File: config.mk
export PLATFORM = sky130hd
export DESIGN_NAME = smc_stream
export DESIGN_NICKNAME = d
export VERILOG_FILES = /design/src/rtl/smc_pkg.sv /design/src/rtl/smc_device_eval.sv /design/src/rtl/smc_stream.sv
export SDC_FILE = /design/constraint.sdc
export NUM_CORES = 1
export LEC_CHECK = 0
export CAP_MARGIN = 10
export CORE_MARGIN = 2
export CORE_UTILIZATION = 65
export CTS_CLUSTER_SIZE = 25
export DETAILED_ROUTE_END_ITERATION = 7
export DONT_BUFFER_PORTS = 1
export GPL_TIMING_DRIVEN = 0
export PLACE_DENSITY = 0.81
export SYNTH_ARGS = -nofsm -noshare
export SYNTH_HDL_FRONTEND = slang
export SYNTH_HIERARCHICAL = 1
export SYNTH_SLANG_ARGS = --single-unit
export TNS_END_PERCENT = 10
File: constraint.sdc
create_clock -name clk -period 4 [get_ports clk]
set_input_delay 0.4 -clock clk [delete_from_list [all_inputs] [get_ports clk]]
set_output_delay 0.4 -clock clk [all_outputs]
set_load 0.005 [all_outputs]
File: src/rtl/smc_pkg.sv
// Shared constants, encodings and helpers for the smc_stream selector/sum path.
//   IN_W   : width of the w/vgs/vds tuple fields
//   VT     : threshold subtracted from vgs (modulo 2^IN_W)
//   N_DEV  : devices per batch (3..8)
//   OUT_W  : result width (max 12*114 = 1368)
//   KEY_W  : width of an id/gm value and of one sort-array entry
package smc_pkg;

    localparam int IN_W  = 3;
    localparam int VT    = 1;
    localparam int N_DEV = 6;
    localparam int OUT_W = 11;
    localparam int KEY_W = 8;
    localparam int CNT_W = $clog2(N_DEV + 1);

    localparam logic [1:0] MODE_GM_LO = 2'b00;
    localparam logic [1:0] MODE_ID_LO = 2'b01;
    localparam logic [1:0] MODE_GM_HI = 2'b10;
    localparam logic [1:0] MODE_ID_HI = 2'b11;

    typedef enum logic [1:0] {IDLE, LOAD, CALC, OUT} state_t;

    typedef struct packed {
        logic [IN_W-1:0] w;
        logic [IN_W-1:0] vgs;
        logic [IN_W-1:0] vds;
    } tuple_t;

    // Plain sum a+b+c, or 3a+4b+5c when weighted.
    function automatic logic [OUT_W-1:0] sum3(input logic [KEY_W-1:0] a,
                                              input logic [KEY_W-1:0] b,
                                              input logic [KEY_W-1:0] c,
                                              input logic             weighted);
        logic [OUT_W-1:0] r;
        if (weighted)
            r = OUT_W'(3) * OUT_W'(a) + OUT_W'(4) * OUT_W'(b) + OUT_W'(5) * OUT_W'(c);
        else
            r = OUT_W'(a) + OUT_W'(b) + OUT_W'(c);
        return r;
    endfunction

endpackage

File: src/rtl/smc_device_eval.sv
// Combinational MOSFET evaluator: (w, vgs, vds) -> (id, gm).
//   w, vgs, vds : IN_W-bit device tuple
//   id, gm      : KEY_W-bit truncated quotients (divide by 3)
// Region: diff = vgs - VT (wraps); diff > vds is triode, else saturation.
module smc_device_eval
    import smc_pkg::*;
(
    input  logic [IN_W-1:0]  w,
    input  logic [IN_W-1:0]  vgs,
    input  logic [IN_W-1:0]  vds,
    output logic [KEY_W-1:0] id,
    output logic [KEY_W-1:0] gm
);

    // Wide enough for w*vds*(2*diff-vds) with no truncation.
    localparam int PW = 3 * IN_W + 2;

    logic [IN_W-1:0] diff;
    logic [PW-1:0]   id_num;
    logic [PW-1:0]   gm_num;

    always_comb begin
        diff = vgs - IN_W'(VT);
        if (diff > vds) begin
            id_num = PW'(w) * PW'(vds) * (PW'(2) * PW'(diff) - PW'(vds));
            gm_num = PW'(2) * PW'(w) * PW'(vds);
        end else begin
            id_num = PW'(w) * PW'(diff) * PW'(diff);
            gm_num = PW'(2) * PW'(w) * PW'(diff);
        end
    end

    assign id = KEY_W'(id_num / PW'(3));
    assign gm = KEY_W'(gm_num / PW'(3));

endmodule

File: src/rtl/smc_stream.sv
// Streaming selector/sum front end.
// Accepts N_DEV tuples per batch, insertion-sorts id or gm into a descending
// array, then emits one (weighted) sum of the three largest or smallest keys.
//   clk, rst_n     : clock, async active-low reset
//   in_valid       : tuple (and mode on the first tuple) valid
//   mode           : 00 GM lo sum, 01 ID lo weighted, 10 GM hi sum, 11 ID hi weighted
//   w, vgs, vds    : device tuple
//   out_valid      : one-cycle result strobe
//   out_n          : result, zero whenever out_valid is low
module smc_stream
    import smc_pkg::*;
(
    input  logic             clk,
    input  logic             rst_n,
    input  logic             in_valid,
    input  logic [1:0]       mode,
    input  logic [IN_W-1:0]  w,
    input  logic [IN_W-1:0]  vgs,
    input  logic [IN_W-1:0]  vds,
    output logic             out_valid,
    output logic [OUT_W-1:0] out_n
);

    state_t                        state, state_nxt;
    logic [CNT_W-1:0]              count_q;
    logic [1:0]                    mode_q;
    logic [N_DEV-1:0][KEY_W-1:0]   sort_q, sort_nxt;
    logic [N_DEV-1:0]              ge;

    logic             accept, last, calc_en;
    logic [1:0]       mode_eff;
    tuple_t           tup;
    logic [KEY_W-1:0] id, gm, key;
    logic [OUT_W-1:0] sum;

    // ---------------- FSM: state register ----------------
    always_ff @(posedge clk or negedge rst_n) begin
        if (!rst_n) state <= IDLE;
        else        state <= state_nxt;
    end

    // ---------------- FSM: next state ----------------
    always_comb begin
        state_nxt = state;
        case (state)
            IDLE:    if (accept) state_nxt = last ? CALC : LOAD;
            LOAD:    if (last)   state_nxt = CALC;
            CALC:    state_nxt = OUT;
            OUT:     state_nxt = IDLE;
            default: state_nxt = IDLE;
        endcase
    end

    // ---------------- FSM: outputs ----------------
    always_comb begin
        accept  = in_valid && (state == IDLE || state == LOAD);
        last    = accept && (count_q == CNT_W'(N_DEV - 1));
        calc_en = (state == CALC);
    end

    // mode is live on the first tuple, registered for the rest of the batch.
    assign mode_eff = (state == IDLE) ? mode : mode_q;

    always_ff @(posedge clk or negedge rst_n) begin
        if (!rst_n) begin
            count_q <= '0;
            mode_q  <= MODE_GM_LO;
        end else if (accept) begin
            count_q <= last ? '0 : count_q + CNT_W'(1);
            if (state == IDLE) mode_q <= mode;
        end
    end

    // ---------------- evaluate + insertion sort ----------------
    assign tup = '{w: w, vgs: vgs, vds: vds};

    smc_device_eval u_eval (
        .w   (tup.w),
        .vgs (tup.vgs),
        .vds (tup.vds),
        .id  (id),
        .gm  (gm)
    );

    assign key = (mode_eff == MODE_GM_LO || mode_eff == MODE_GM_HI) ? gm : id;

    // ge[i]: slot i holds a live entry >= key. Array is descending, so ge is a
    // prefix of ones; the key lands right after the last equal entry (stable)
    // and everything below it shifts down one slot. Slots at or beyond
    // count_q hold stale data and are never compared, so no batch-start clear.
    for (genvar i = 0; i < N_DEV; i++) begin : g_slot
        assign ge[i] = (CNT_W'(i) < count_q) && (sort_q[i] >= key);
        if (i == 0) begin : g_head
            assign sort_nxt[i] = ge[i] ? sort_q[i] : key;
        end else begin : g_body
            assign sort_nxt[i] = ge[i]   ? sort_q[i]   :
                                 ge[i-1] ? key         : sort_q[i-1];
        end
    end

    always_ff @(posedge clk or negedge rst_n) begin
        if (!rst_n)      sort_q <= '0;
        else if (accept) sort_q <= sort_nxt;
    end

    // ---------------- result ----------------
    always_comb begin
        if (mode_q == MODE_GM_HI || mode_q == MODE_ID_HI)
            sum = sum3(sort_q[0], sort_q[1], sort_q[2],
                       mode_q == MODE_ID_HI);
        else
            sum = sum3(sort_q[N_DEV-3], sort_q[N_DEV-2], sort_q[N_DEV-1],
                       mode_q == MODE_ID_LO);
    end

    always_ff @(posedge clk or negedge rst_n) begin
        if (!rst_n) begin
            out_valid <= 1'b0;
            out_n     <= '0;
        end else if (calc_en) begin
            out_valid <= 1'b1;
            out_n     <= sum;
        end else begin
            out_valid <= 1'b0;
            out_n     <= '0;
        end
    end

endmodule

==> results.yml <==
outcome:
  status: "finished, violations left"
  violations: "negative setup slack"
detailed_routing:
  avgRoutedWirePerCell_um: 19.5
  ant_nets: 0
  drtIter0Drc: 778
  drtPass1Iterations: 5
  wl_mm: 28.9
  drc_errors: 0
  vias_per_cell: 6.27
  vias: 9300
synthesis:
  syn_area_mm2: 0.0109
  yosys.area.top_type_share_pct: 17.8
  synth_edf_count: 0
  synth_most_common_cell: "inv_1"
  synthTopCellsByArea: "ha_1 18%, dfrtp_1 15%, fa_1 15%"
  ys_types: 94
  syn_inst: 1210
  synth.top_cells.by_count: "164 x inv_1, 155 x ha_1, 96 x nand2_1"
  post-synth-top-area-cell: "ha_1"
  synth-main-ff-cell: "dfrtp_1"
  synth-async-reset-ratio_pct: 100
  ys_ff_latch: 67
  avgSynthCellArea_um2: 9.02
  ys_seq_area_share_pct: 15.4
  yosysWarnings: 6
min_path:
  hold_path.class: "in2reg"
  holdPathStages: 1
die:
  rows: 47
  start_util_pct: 66.0
  fp.dieH_um: 134
  dieArea_mm2: 0.0178
  die-width_um: 134
  io_pins: 26
  core_region_area_mm2: 0.0165
final_layout:
  ff_latch_area_mm2: 0.00169
  area.growth.synth_to_final_pct: 12.6
  multi_input_area_mm2: 0.00882
  n_fill_cell: 1132
  final_util_pct: 74.4
  antenna_cells: 0
  drive_gt1_share_pct: 17.5
  stdcell_count: 1484
  num-nets-final: 1511
sta:
  hold_viol: 0
  maxSlewViolCount: 0
  fin_ws_ns: -5.09
  fmax_mhz: 110
  skew_ns: 0.00541
  post-route-min-period_ns: 9.09
  setup_viol: 48
  worst_slew_pin_slew_ns: 0.795
  timing.final.crit_share_pct: 227
  rsz0062_at_grt: "yes"
  fin_setup_tns_ns: -238.32
  slew_headroom_pct: 46.6
clock_tree:
  cts_tree: "yes"
  clkSinkCount: 67
  ctsHtreeMaxLevel: 3
  clkTransAtPathRegs_ns: 0.06
  cts_buffer_depth: 2
  cts-root-buf: "clkbuf_16"
  clk_latency_ns: 0.34
  cts_buffers: 9
setup_path:
  cpMostUsedCell: "fa_1"
  cp.arrival_ns: 9.31
  cp_max_fo: 8
  critPathRequiredTime_ns: 4.22
  reg2regPathDepth: 15
  slowest_stage: "fa_1"
  cp-start-kind: "input pin"
  crit_type: "in2reg"
  end_kind: "flop"
  cp_slowest_stage_delay_ns: 0.54
grt:
  antenna_found_initial: 0
  grt.total_usage_pct: 32.8
  grt_pass1_wl_mm: 46.3
  grt_max_degree: 68
  grt_pass1_vias: 9234
  grt_overflow: 0
place:
  hpwl_mm: 21.0
  gp_congestion: 0.921
  dp_cells: 1431
  port_buffers: 0
run:
  maxCapViolCount: 0
## worst paths after layout
check	start	endpoint	slack [ns]
min	mode[1]	flop	0.21
max reg2reg	state[0]	sort_q[28]	-0.34
min in group asynchronous	rst_n	out_n[5]	0.60
min reg2reg	state[1]	state[1]	0.56
max in group asynchronous	rst_n	sort_q[4]	3.08
max	vds[0]	sort_q[37]	-5.09
## per-stage QoR
| step | worst slack [ns] | cell area (um^2) | hold WS [ns] |
|---|---|---|---|
| floorplan | -5.13 | 11000 | 0.104 |
| global placement | -6.06 | 11300 | 0.107 |
| detailed placement | -6.21 | 11300 | 0.107 |
| CTS | -4.93 | 12100 | 0.208 |
| global route | -5.45 | 12300 | 0.214 |
| finish | -5.09 | 12300 | 0.213 |
## registers in the layout (all words and copies together) (netlist names), named ones only
signal	count
sort_q	48
out_n	11
count_q	3
state	2
mode_q	1
out_valid	1
## layout make-up
| cell class | count | area share (%) |
|---|---|---|
| Clock buffer | 10 | 1.86 |
| Clock inverter | 6 | 0.916 |
| Buffer | 32 | 1.69 |
| Sequential cell | 67 | 13.8 |
| Multi-Input combinational cell | 946 | 71.8 |
| Tap cell | 220 | 2.24 |
| Timing Repair Buffer | 38 | 2.65 |
| Inverter | 165 | 5.13 |
## layer usage
layer  vias up  global-route usage [%]  share of wire (%)
met5         -                       0                  0
met4         0                    10.2                2.6
met3        68                    8.83                9.0
met2       406                    51.3                 46
met1      4518                    44.8                 42
li1       4308                       -                  -
## cell usage in the layout, fill, tap and decap left out, drive strengths merged, types with 18 or more instances in the layout
cell    count
and2       26
fa         83
inv       162
mux2i      32
a211oi     18
nor3       24
a21oi      63
nand2      96
dfrtp      67
o21ai      77
nand2b     19
nor2       66
clkbuf     26
nand3      26
ha        155
buf        53
a21o       21
xnor2      27
mux2       51
xor2       19
## critical path: cells and delay by family
kind | cells | cell delay (ns)
AND/OR/NAND/NOR | 9 | 1.23
adder cells (fa/ha/maj) | 9 | 3.61
multiplexers | 3 | 0.94
buffers and inverters | 6 | 0.65
AO/OA/AOI/OAI | 12 | 2.48
## repair_timing
| action | CTS | global route |
|---|---|---|
| hold endpoints to repair | 67 | 0 |
| pin swaps | 30 | 16 |
| cloned | 1 | 0 |
| setup buffers | 29 | 6 |
| hold buffers | 2 | 0 |
| endpoints found under the setup margin | 49 | 53 |
| resized for setup | 42 | 52 |
## cell families (layout without fill, tap and decap cells)
kind of cell / after synthesis / after routing / synth area share, %
fa+ha+maj: 239 / 239 / 33.1
other cells: 1 / 2 / 0.0344
xor+xnor: 48 / 48 / 4.20
compound gates: 267 / 267 / 17.2
flops: 67 / 67 / 15.4
simple gates: 303 / 303 / 13.5
buf+inv: 198 / 251 / 7.33
mux: 87 / 87 / 9.33
Power is left out: the tool's default activity adds up to more than one toggle a clock period on the data nets, which glitch-free logic cannot reach.
